$ cat config.mk
export PLATFORM = sky130hd
export DESIGN_NAME = mem_arbiter
export DESIGN_NICKNAME = d
export VERILOG_FILES = /design/src/rtl/mem_arbiter.sv
export SDC_FILE = /design/constraint.sdc
export NUM_CORES = 1
export LEC_CHECK = 0
export CAP_MARGIN = 15
export CORE_MARGIN = 10
export CORE_UTILIZATION = 40
export CTS_BUF_LIST = sky130_fd_sc_hd__clkbuf_16
export CTS_CLUSTER_DIAMETER = 100
export DETAILED_ROUTE_END_ITERATION = 16
export GPL_TIMING_DRIVEN = 0
export HOLD_SLACK_MARGIN = 0.12
export PLACE_DENSITY_LB_ADDON = 0.15
export SETUP_SLACK_MARGIN = 0.2
export SYNTH_ARGS = -nofsm -noshare
export SYNTH_HDL_FRONTEND = slang
export SYNTH_SLANG_ARGS = --single-unit
$ cat constraint.sdc
create_clock -name Clock -period 1.54 [get_ports Clock]
set_input_delay 0.308 -clock Clock [delete_from_list [all_inputs] [get_ports Clock]]
set_output_delay 0.308 -clock Clock [all_outputs]
set_load 0.005 [all_outputs]
$ cat src/rtl/mem_arbiter.sv
// Two-port round-robin arbiter in front of a synchronous single-port RAM.
// One access in flight at a time; every output comes straight from a register.
module mem_arbiter #(
  parameter int ADDR_WIDTH = 16,
  parameter int DATA_WIDTH = 16
) (
  input  logic                  Clock,
  input  logic                  Reset_n,
  input  logic                  A_REQ,
  input  logic                  A_RW,
  input  logic [ADDR_WIDTH-1:0] A_ADDR,
  input  logic [DATA_WIDTH-1:0] A_WDATA,
  output logic                  A_ACK,
  output logic [DATA_WIDTH-1:0] A_RDATA,
  input  logic                  B_REQ,
  input  logic                  B_RW,
  input  logic [ADDR_WIDTH-1:0] B_ADDR,
  input  logic [DATA_WIDTH-1:0] B_WDATA,
  output logic                  B_ACK,
  output logic [DATA_WIDTH-1:0] B_RDATA,
  output logic                  MEM_CS,
  output logic                  MEM_RW,
  output logic [ADDR_WIDTH-1:0] MEM_ADDR,
  output logic [DATA_WIDTH-1:0] MEM_WDATA,
  input  logic [DATA_WIDTH-1:0] MEM_RDATA
);

  typedef enum logic [1:0] {IDLE, ACCESS, CAPTURE, ACKN} state_t;
  typedef enum logic {PORT_A, PORT_B} port_t;

  state_t state;
  port_t  last_grant;
  port_t  grant;
  logic   pick_b;

  // B wins when it is the only requester, or on contention when A was served last.
  always_comb begin
    pick_b = B_REQ && (!A_REQ || (last_grant == PORT_A));
  end

  // NOTE: all state here uses non-blocking assignments so every register
  // samples the pre-edge values; blocking ones would make ordering matter.
  always_ff @(posedge Clock) begin
    if (!Reset_n) begin
      state      <= IDLE;
      last_grant <= PORT_B;
      grant      <= PORT_A;
      MEM_CS     <= 1'b0;
      MEM_RW     <= 1'b0;
      MEM_ADDR   <= '0;
      MEM_WDATA  <= '0;
      A_ACK      <= 1'b0;
      B_ACK      <= 1'b0;
      A_RDATA    <= '0;
      B_RDATA    <= '0;
    end else begin
      case (state)
        IDLE: begin
          if (A_REQ || B_REQ) begin
            if (pick_b) begin
              MEM_RW     <= B_RW;
              MEM_ADDR   <= B_ADDR;
              MEM_WDATA  <= B_WDATA;
              grant      <= PORT_B;
              last_grant <= PORT_B;
            end else begin
              MEM_RW     <= A_RW;
              MEM_ADDR   <= A_ADDR;
              MEM_WDATA  <= A_WDATA;
              grant      <= PORT_A;
              last_grant <= PORT_A;
            end
            MEM_CS <= 1'b1;
            state  <= ACCESS;
          end else begin
            MEM_CS <= 1'b0;
          end
        end
        ACCESS: begin
          MEM_CS <= 1'b0;
          state  <= CAPTURE;
        end
        CAPTURE: begin
          // RAM output is valid this cycle (writes echo the write data).
          if (grant == PORT_B) begin
            B_RDATA <= MEM_RDATA;
            B_ACK   <= 1'b1;
          end else begin
            A_RDATA <= MEM_RDATA;
            A_ACK   <= 1'b1;
          end
          state <= ACKN;
        end
        ACKN: begin
          A_ACK <= 1'b0;
          B_ACK <= 1'b0;
          state <= IDLE;
        end
        default: state <= IDLE;
      endcase
    end
  end

endmodule

==> results of run 1 <==
## layer usage
metal | part of all wire [%] | wire (um) | global-route usage [%]
met4 | 1.8 | 185 | 7.06
met2 | 48 | 5040 | 30.2
met5 | 0 | 0 | 0
met1 | 41 | 4260 | 19.1
met3 | 8.9 | 925 | 7.67
## worst paths after layout
path | to | cells past startpoint | from | slack, ps
max | MEM_ADDR[10] | 6 | B_REQ | 240
max reg2reg | state[1] | 6 | state[0] | 250
min | state[0] | 3 | A_REQ | 430
min reg2reg | A_RDATA[4] | 2 | A_RDATA[4] | 450
## synthesized netlist by cell type (4+ instances only)
library cell   n  area, um2
a21boi_0      26        195
a21boi_1       8       60.1
a21oi_1       68        340
buf_2         12       60.1
clkbuf_1      11       41.3
dfxtp_1       72       1440
ha_1           5       62.6
nand2_1       99        372
nor2b_1        4       25.0
o21ai_0       36        180
## flip-flops by register name, summed over array words and instances, names as in the netlist
name,count
A_ACK,1
A_RDATA,16
B_ACK,1
B_RDATA,16
MEM_ADDR,16
MEM_CS,1
MEM_RW,1
MEM_WDATA,16
grant,1
last_grant,1
state,2
## power groups by stage
| stage | combinational, uW | sequential [uW] | clock, uW |
|---|---|---|---|
| after floorplan | 1340 | 2670 | 0 |
| after global placement | 2860 | 2620 | 0 |
| after detailed placement | 2900 | 2650 | 0 |
| after CTS | 3040 | 2610 | 2370 |
| after global routing | 3470 | 2700 | 2480 |
| final | 3170 | 2640 | 2350 |
## through the flow
| step | setup TNS (ps) | hold WS (ps) | util (%) | cells | power, uW |
|---|---|---|---|---|---|
| floorplan | 0 | 442 | - | 368 | 4010 |
| global placement | -7100 | 440 | 63.9 | 618 | 5480 |
| detailed placement | -7110 | 448 | 63.9 | 618 | 5550 |
| CTS | 0 | 415 | 69.3 | 640 | 8030 |
| global route | 0 | 468 | 70.6 | 643 | 8650 |
| finish | 0 | 427 | 70.6 | 643 | 8160 |
## logic make-up (layout without fill, tap and decap cells)
logic type,Yosys count,in the layout
compound gates,144,144
fa+ha+maj,5,5
buf+inv,34,209
flops,72,72
mux,1,1
other cells,0,1
simple gates,112,112
## timing repair
action | 4_1_cts | 5_1_grt
buffers inserted | 5 | 1
gates cloned | 1 | 1
resized for setup | 126 | 27
setup endpoints to repair | 122 | 57
## cell type report
class                   instances  area (um2)
clock inverters                 7         111
plain buffers                  31         264
clock buffers                   9         225
inverters                       3        16.3
fillers                       608        2130
repair buffers                159        1500
multi-input cells             262        1430
diodes                          1        2.50
well taps                      99         124
flip-flops and latches         72        1450
## critical path: cells and delay by family
| kind | cells | cell delay [ps] |
|---|---|---|
| compound gates | 2 | 340 |
| simple gates | 1 | 100 |
| buf+inv | 3 | 780 |
==> results.cfg, run 1 <==
[run_status]
status = finished, final reports clean

[power_and_ir_drop]
power.density_nw_per_um2 = 1590
p_leak_uw = 0.00225
internal_power_uw = 5580
p_clk_share_pct = 28.8
switching_power_uw = 2580
switching_share_pct = 31.6
ir_worst_vdd_v = 0.000958
seq_power_share_pct = 32.3
combPwrFrac_pct = 38.9

[global_routing]
grt_pass1_wl_um = 16400
grt.total_usage_pct = 17.8
antenna_found_initial = 1
grt_pass1_vias = 3217
grt_max_degree = 13
grt_overflow = 0

[yosys]
async_flop_share_pct = 0
yosys.area_share.simple_pct = 15.2
ys_seq_elements = 72
synth_nets = 459
netlist_area_um2 = 2980
ys_seq_area_share_pct = 48.3
synthMuxAreaShare_pct = 0.336
synth_ff_type = dfxtp_1
synth_compound_area_share_pct = 28.1
synthXorXnorAreaFrac_pct = 0
yosys.area_share.adder_pct = 2.10
synth_edf_count = 0
synth_cell_types = 29
yosys_warnings = 0
synth_top_family_by_area = compound AO/OA/AOI/OAI gates
synth_cells = 368
avgSynthCellArea_um2 = 8.11

[detailed_routing]
first_pass_iters = 4
route.vias.total = 3153
vias_per_cell = 4.90
ant_nets = 0
wl_per_cell_um = 16.2
wl_um = 10400
drtIter0Drc = 131
drcViolationCount = 0

[cts]
cts_num_sinks = 72
ctsHoldBuffers = 0
h-tree-depth = 3
clkTransAtPathRegs_ps = 60
clk_latency_ps = 330
clock-root-buffer = clkbuf_16
cts_buffer_depth = 2
cts_buffers = 9
cts_tree = done

[timing]
fin_crit_ps = 1300
fin_skew_ps = 5.84
timing.final.crit_share_pct = 84.4
worst_pin_slew_ps = 465
finalSetupViolCount = 0
layout_setup_ws_ps = 240
slew_viol_final = 0
relSlewSlack_pct = 69.0
hold_viol_final = 0
max_freq_mhz = 769
rsz0062_at_grt = yes

[layout]
fin_nets = 629
fin_area_um2 = 5120
syn2layout_area_growth_pct = 71.7
drive_above_1_share_pct = 11.4
final_common_cell = nand2_1
final_cell_mix = nand2_1, clkdlybuf4s50_1, dfxtp_1

[setup_path]
crit_path_end_kind = flop
crit_arrival_ps = 1510
cp_data_required_time_ps = 1750
cp_slowest_stage_delay_ps = 430
setup.worst_path.class = primary input to flop
cp_max_fo = 10
crit_slowest_cell = dlygate4sd2_1
worst_setup_path_start_kind = primary input
cp_cell_sequence = dlygate4sd2_1, a21bo_2, buf_2, clkbuf_4, nand2_1, a21oi_1

[die]
die_y_um = 106
start_util_pct = 41.1
core_area_um2 = 7250
ioPinCount = 154
fp.dieW_um = 106
dieArea_um2 = 11300
rows = 31

[job]
cap_violations = 0

[place]
pre_cts_slack_ps = -266
io_buffers = 151
dpl_cell_area_um2 = 4640
hpwl_um = 7570
place_congestion = 0.780

[worst_hold_path]
hold_class = primary input to flop
No activity file was read; power rests on OpenSTA's default activity.
==> run 2: changes to the inputs <==
--- a/config.mk
+++ b/config.mk
@@ -7,7 +7,7 @@
 export LEC_CHECK = 0
 export CAP_MARGIN = 15
 export CORE_MARGIN = 10
-export CORE_UTILIZATION = 40
+export CORE_UTILIZATION = 36
 export CTS_BUF_LIST = sky130_fd_sc_hd__clkbuf_16
 export CTS_CLUSTER_DIAMETER = 100
 export DETAILED_ROUTE_END_ITERATION = 16
==> constraint.sdc (replaced) <==
create_clock -name Clock -period 1.04 [get_ports Clock]
set_input_delay 0.208 -clock Clock [delete_from_list [all_inputs] [get_ports Clock]]
set_output_delay 0.208 -clock Clock [all_outputs]
set_load 0.005 [all_outputs]
==> run 2 against run 1 <==
Cell count rose by 6.1%. Non-clock buffer count rose by 33. Highest routed layer unchanged. Flip-flop and latch count unchanged. Largest power group unchanged. First-iteration DRC count fell by 28%. The flow now finishes with violations (negative setup slack). Critical endpoint is now A_RDATA[7].
==> results.cfg, run 2 (same netlist as run 1, synthesis figures left out) <==
[layout]
final_cell_mix = clkdlybuf4s50_1, nand2_1, buf_6
syn2layout_area_growth_pct = 104
final_common_cell = clkdlybuf4s50_1
final_cells = 682
fin_nets = 663
drive_above_1_share_pct = 52.7
antenna_cells = 0

[job]
cap_violations = 0

[timing]
slew_viol_final = 0
rsz0062_at_grt = yes
timing.final.crit_share_pct = 132
finalSetupViolCount = 73
hold_viol_final = 0
tns_ps = -17830
hold_slack_ps = 335
worst_pin_slew_ps = 656
layout_setup_ws_ps = -332
relSlewSlack_pct = 56.2
max_freq_mhz = 729
fin_crit_ps = 1370
fin_skew_ps = 10.4

[detailed_routing]
wl_um = 11900
ant_nets = 0
first_pass_iters = 4
drtIter0Drc = 94
drcViolationCount = 0
wl_per_cell_um = 17.5
route.vias.total = 3346
vias_per_cell = 4.91

[global_routing]
grt.total_usage_pct = 16.8
grt_max_degree = 13
grt_pass1_vias = 3314
grt_pass1_wl_um = 17000
grt_overflow = 0
antenna_found_initial = 0

[cts]
cts_num_sinks = 72
cts_buffers = 9
h-tree-depth = 3
ctsHoldBuffers = 0
clk_latency_ps = 330
clock-root-buffer = clkbuf_16
cts_tree = done
clkTransAtPathRegs_ps = 60
cts_buffer_depth = 2

[worst_hold_path]
whs_path_depth = 3
hold_class = primary input to flop
holdPathEnd = state[0]
hold_start = A_REQ

[setup_path]
crit_arrival_ps = 1620
r2r-end = A_RDATA[7]
reg2reg_from = state[0]
reg2reg_slack_ps = -330
critPathLaunch = state[0]
cp_max_fo = 5
cp_data_required_time_ps = 1290
worst_setup_path_start_kind = flop
setup.worst_path.class = flop to flop
crit_path_end_kind = flop
worstRegToRegCells = 8

[die]
start_util_pct = 36.7
rows = 33
ioPinCount = 154
dieArea_um2 = 12300
core_area_um2 = 8130
die_y_um = 111
fp.dieW_um = 111

[place]
dp_cells = 624
place_congestion = 0.779
pre_cts_slack_ps = -717
hpwl_um = 7810
io_buffers = 151

[power_and_ir_drop]
p_leak_uw = 0.00257
ir_worst_vdd_v = 0.00125
power_uw = 14800
power.density_nw_per_um2 = 2430

[run_status]
status = finished with violations
violations = negative setup slack
## run 2: worst max-delay path by stage
stage | end | slack [ps] | cells past startpoint
2_1_floorplan | MEM_ADDR[0] | -180 | 7
3_3_place_gp | MEM_ADDR[11] | -690 | 6
3_5_place_dp | MEM_ADDR[11] | -720 | 6
4_1_cts | MEM_WDATA[13] | -270 | 7
5_1_grt | A_RDATA[7] | -410 | 8
6_report | A_RDATA[7] | -330 | 8
## run 2: where the power goes
group	leakage [uW]	switching (uW)	internal [uW]	total, uW
sequential	0.000618	539	3650	4190
combinational	0.00178	3020	4100	7120
clock	0.000168	1180	2330	3510
## run 2: metal layers
layer	up-vias	track usage (%)	part of all wire [%]
met4	0	6.51	2.4
li1	1653	-	-
met2	126	28.3	50
met5	-	0	0
met3	20	7.31	8.5
met1	1547	18.2	39
## run 2: repair_timing
action                     CTS  global route
pin swaps                    9            21
gates cloned                 5             2
gates resized for setup    452           107
buffers inserted            14            21
setup endpoints to repair  140           140
## run 2: cell type report
type	instances	area (um2)
clock buffers	9	225
multi-input cells	263	1780
well taps	105	131
repair buffers	192	1980
flip-flops and latches	72	1530
plain buffers	31	314
clock inverters	7	111
inverters	3	16.3
fillers	583	2050
## run 2: worst max-delay path, stage by stage, from the launching register on
cell,delay [ps]
dfxtp_2,330
inv_4,80
buf_12,100
ha_4,140
nor2b_1,130
buf_4,160
clkbuf_16,170
nand2_4,40
a21boi_1,150
## run 2: through the flow
step           cell area [um2]  util [%]
6_report                  6090      74.8
5_1_grt                   6090      74.8
4_1_cts                   5460      67.1
3_5_place_dp              4710      57.9
3_3_place_gp              4710      57.9
2_1_floorplan             3070         -
==> run 3: changes to the inputs <==
--- a/config.mk
+++ b/config.mk
@@ -15,6 +15,7 @@
 export HOLD_SLACK_MARGIN = 0.12
 export PLACE_DENSITY_LB_ADDON = 0.15
 export SETUP_SLACK_MARGIN = 0.2
+export SKIP_CTS_REPAIR_TIMING = 1
 export SYNTH_ARGS = -nofsm -noshare
 export SYNTH_HDL_FRONTEND = slang
 export SYNTH_SLANG_ARGS = --single-unit
==> run 3 against run 2 <==
The run still ends with negative setup slack left. First-iteration DRC count down 28%. Worst setup slack better by 47 ps. Power down 4.3%. Fmax up 3.5%. Cell area down 6.0%. Wire length down 5.0%. Sequential power about the same. Clock-buffer cell count unchanged. Register-to-register slack better by 50 ps. Critical path depth down 1. Hold slack better by 8.4 ps. Flip-flop and latch count unchanged. Critical path type unchanged. Critical endpoint is now B_RDATA[8].
==> results.cfg, run 3 (same netlist as run 1, synthesis figures left out) <==
[run_status]
status = finished with violations
violations = negative setup slack

[layout]
final_cell_mix = nand2_1, clkdlybuf4s50_1, dfxtp_2
final_util_pct = 70.3
drive_above_1_share_pct = 47.0
fill_cells = 637
fin_nets = 658
antenna_cells = 0
syn2layout_area_growth_pct = 91.8
final_common_cell = nand2_1

[die]
start_util_pct = 36.7
dieArea_um2 = 12300
die_y_um = 111
ioPinCount = 154
fp.dieW_um = 111
rows = 33
core_area_um2 = 8130

[job]
cap_violations = 0

[place]
place_congestion = 0.779
io_buffers = 151
hpwl_um = 7810
pre_cts_slack_ps = -717

[timing]
fin_skew_ps = 8.06
slew_viol_final = 0
finalSetupViolCount = 72
timing.final.crit_share_pct = 127
layout_setup_ws_ps = -286
fin_crit_ps = 1330
max_freq_mhz = 754
hold_slack_ps = 343
worst_pin_slew_ps = 683
hold_viol_final = 0
tns_ps = -15780
relSlewSlack_pct = 54.5
rsz0062_at_grt = yes

[worst_hold_path]
hold_class = primary input to flop

[cts]
cts_buffer_depth = 2
clk_latency_ps = 330
cts_buffers = 9
h-tree-depth = 3
clkTransAtPathRegs_ps = 60
cts_tree = done
cts_num_sinks = 72
clock-root-buffer = clkbuf_16

[detailed_routing]
first_pass_iters = 4
route.vias.total = 3304
drtIter0Drc = 68
vias_per_cell = 4.88
wl_per_cell_um = 16.8
ant_nets = 0
drcViolationCount = 0
wl_um = 11400

[setup_path]
crit_path_end_kind = flop
cpMostUsedCell = buf_6
cp-endpoint = B_RDATA[8]
crit_slowest_cell = dfxtp_4
worstRegToRegCells = 7
crit_family = flip-flops
worst_setup_path_start_kind = flop
reg2reg_slack_ps = -290
critPathLaunch = state[0]
path_depth = 7
reg2reg_from = state[0]
crit_buf_inv = 3
cp_data_required_time_ps = 1290
cp_max_fo = 10
setup.worst_path.class = flop to flop
cp_slowest_stage_delay_ps = 360
crit_arrival_ps = 1570
cp_cell_sequence = inv_4, ha_2, and2_1, buf_6, buf_6, nand2_1, a21boi_0
r2r-end = B_RDATA[8]

[global_routing]
grt_max_degree = 13
grt_pass1_wl_um = 16000
grt_overflow = 0
grt.total_usage_pct = 15.6
grt_pass1_vias = 3133
antenna_found_initial = 0

[power_and_ir_drop]
p_leak_uw = 0.00235
p_clk_share_pct = 24.6
internal_power_uw = 9630
switching_power_uw = 4550
switching_share_pct = 32.1
power.density_nw_per_um2 = 2480
ir_worst_vdd_v = 0.00128
combPwrFrac_pct = 45.7
seq_power_share_pct = 29.7
run 3: routing by layer:
metal / share of wire, % / global-route usage, % / wire length, um / vias up
li1: - / - / - / 1648
met1: 41 / 17.3 / 4620 / 1519
met2: 49 / 24.8 / 5520 / 118
met3: 8.6 / 7.85 / 975 / 19
met4: 2.1 / 6.51 / 236 / 0
met5: 0 / 0 / 0 / -
run 3: power by group through the flow:
| stage | sequential (uW) | clock [uW] | combinational, uW |
|---|---|---|---|
| 3_3_place_gp | 3910 | 0 | 4570 |
| 5_1_grt | 4280 | 3650 | 6970 |
| 3_5_place_dp | 3950 | 0 | 4650 |
| 4_1_cts | 3900 | 3540 | 4680 |
| 6_report | 4210 | 3480 | 6480 |
| 2_1_floorplan | 3980 | 0 | 2290 |
run 3: worst min path at each step:
stage,startpoint,to,cells past startpoint
after floorplan,A_ADDR[15],MEM_ADDR[15],2
after global placement,B_RDATA[12],B_RDATA[12],2
after detailed placement,B_RDATA[14],B_RDATA[14],2
after CTS,A_REQ,state[0],3
after global routing,Reset_n,B_RDATA[2],2
final,A_REQ,state[0],3
run 3: stage by stage:
| step | cell area, um2 | power, uW | std cells |
|---|---|---|---|
| global route | 5720 | 14900 | 677 |
| detailed placement | 4710 | 8600 | 624 |
| finish | 5720 | 14200 | 677 |
| global placement | 4710 | 8480 | 624 |
| floorplan | 3070 | 6270 | 368 |
| CTS | 5040 | 12100 | 640 |
run 3: area by class of cell:
| class | instances | area [um2] | area share [%] |
|---|---|---|---|
| timing repair buffer | 186 | 1800 | 31.5 |
| multi-input combinational | 264 | 1640 | 28.6 |
| sequential | 72 | 1530 | 26.7 |
| buffer | 31 | 265 | 4.64 |
| clock buffer | 9 | 225 | 3.94 |
| tap | 105 | 131 | 2.30 |
| clock inverter | 7 | 111 | 1.95 |
| inverter | 3 | 16.3 | 0.284 |
run 3: worst register-to-register path, stage by stage, from the launching register on:
cell and delay (ps):
dfxtp_4 360, inv_4 70, ha_2 200, and2_1 140
buf_6 120, buf_6 140, nand2_1 60, a21boi_0 160
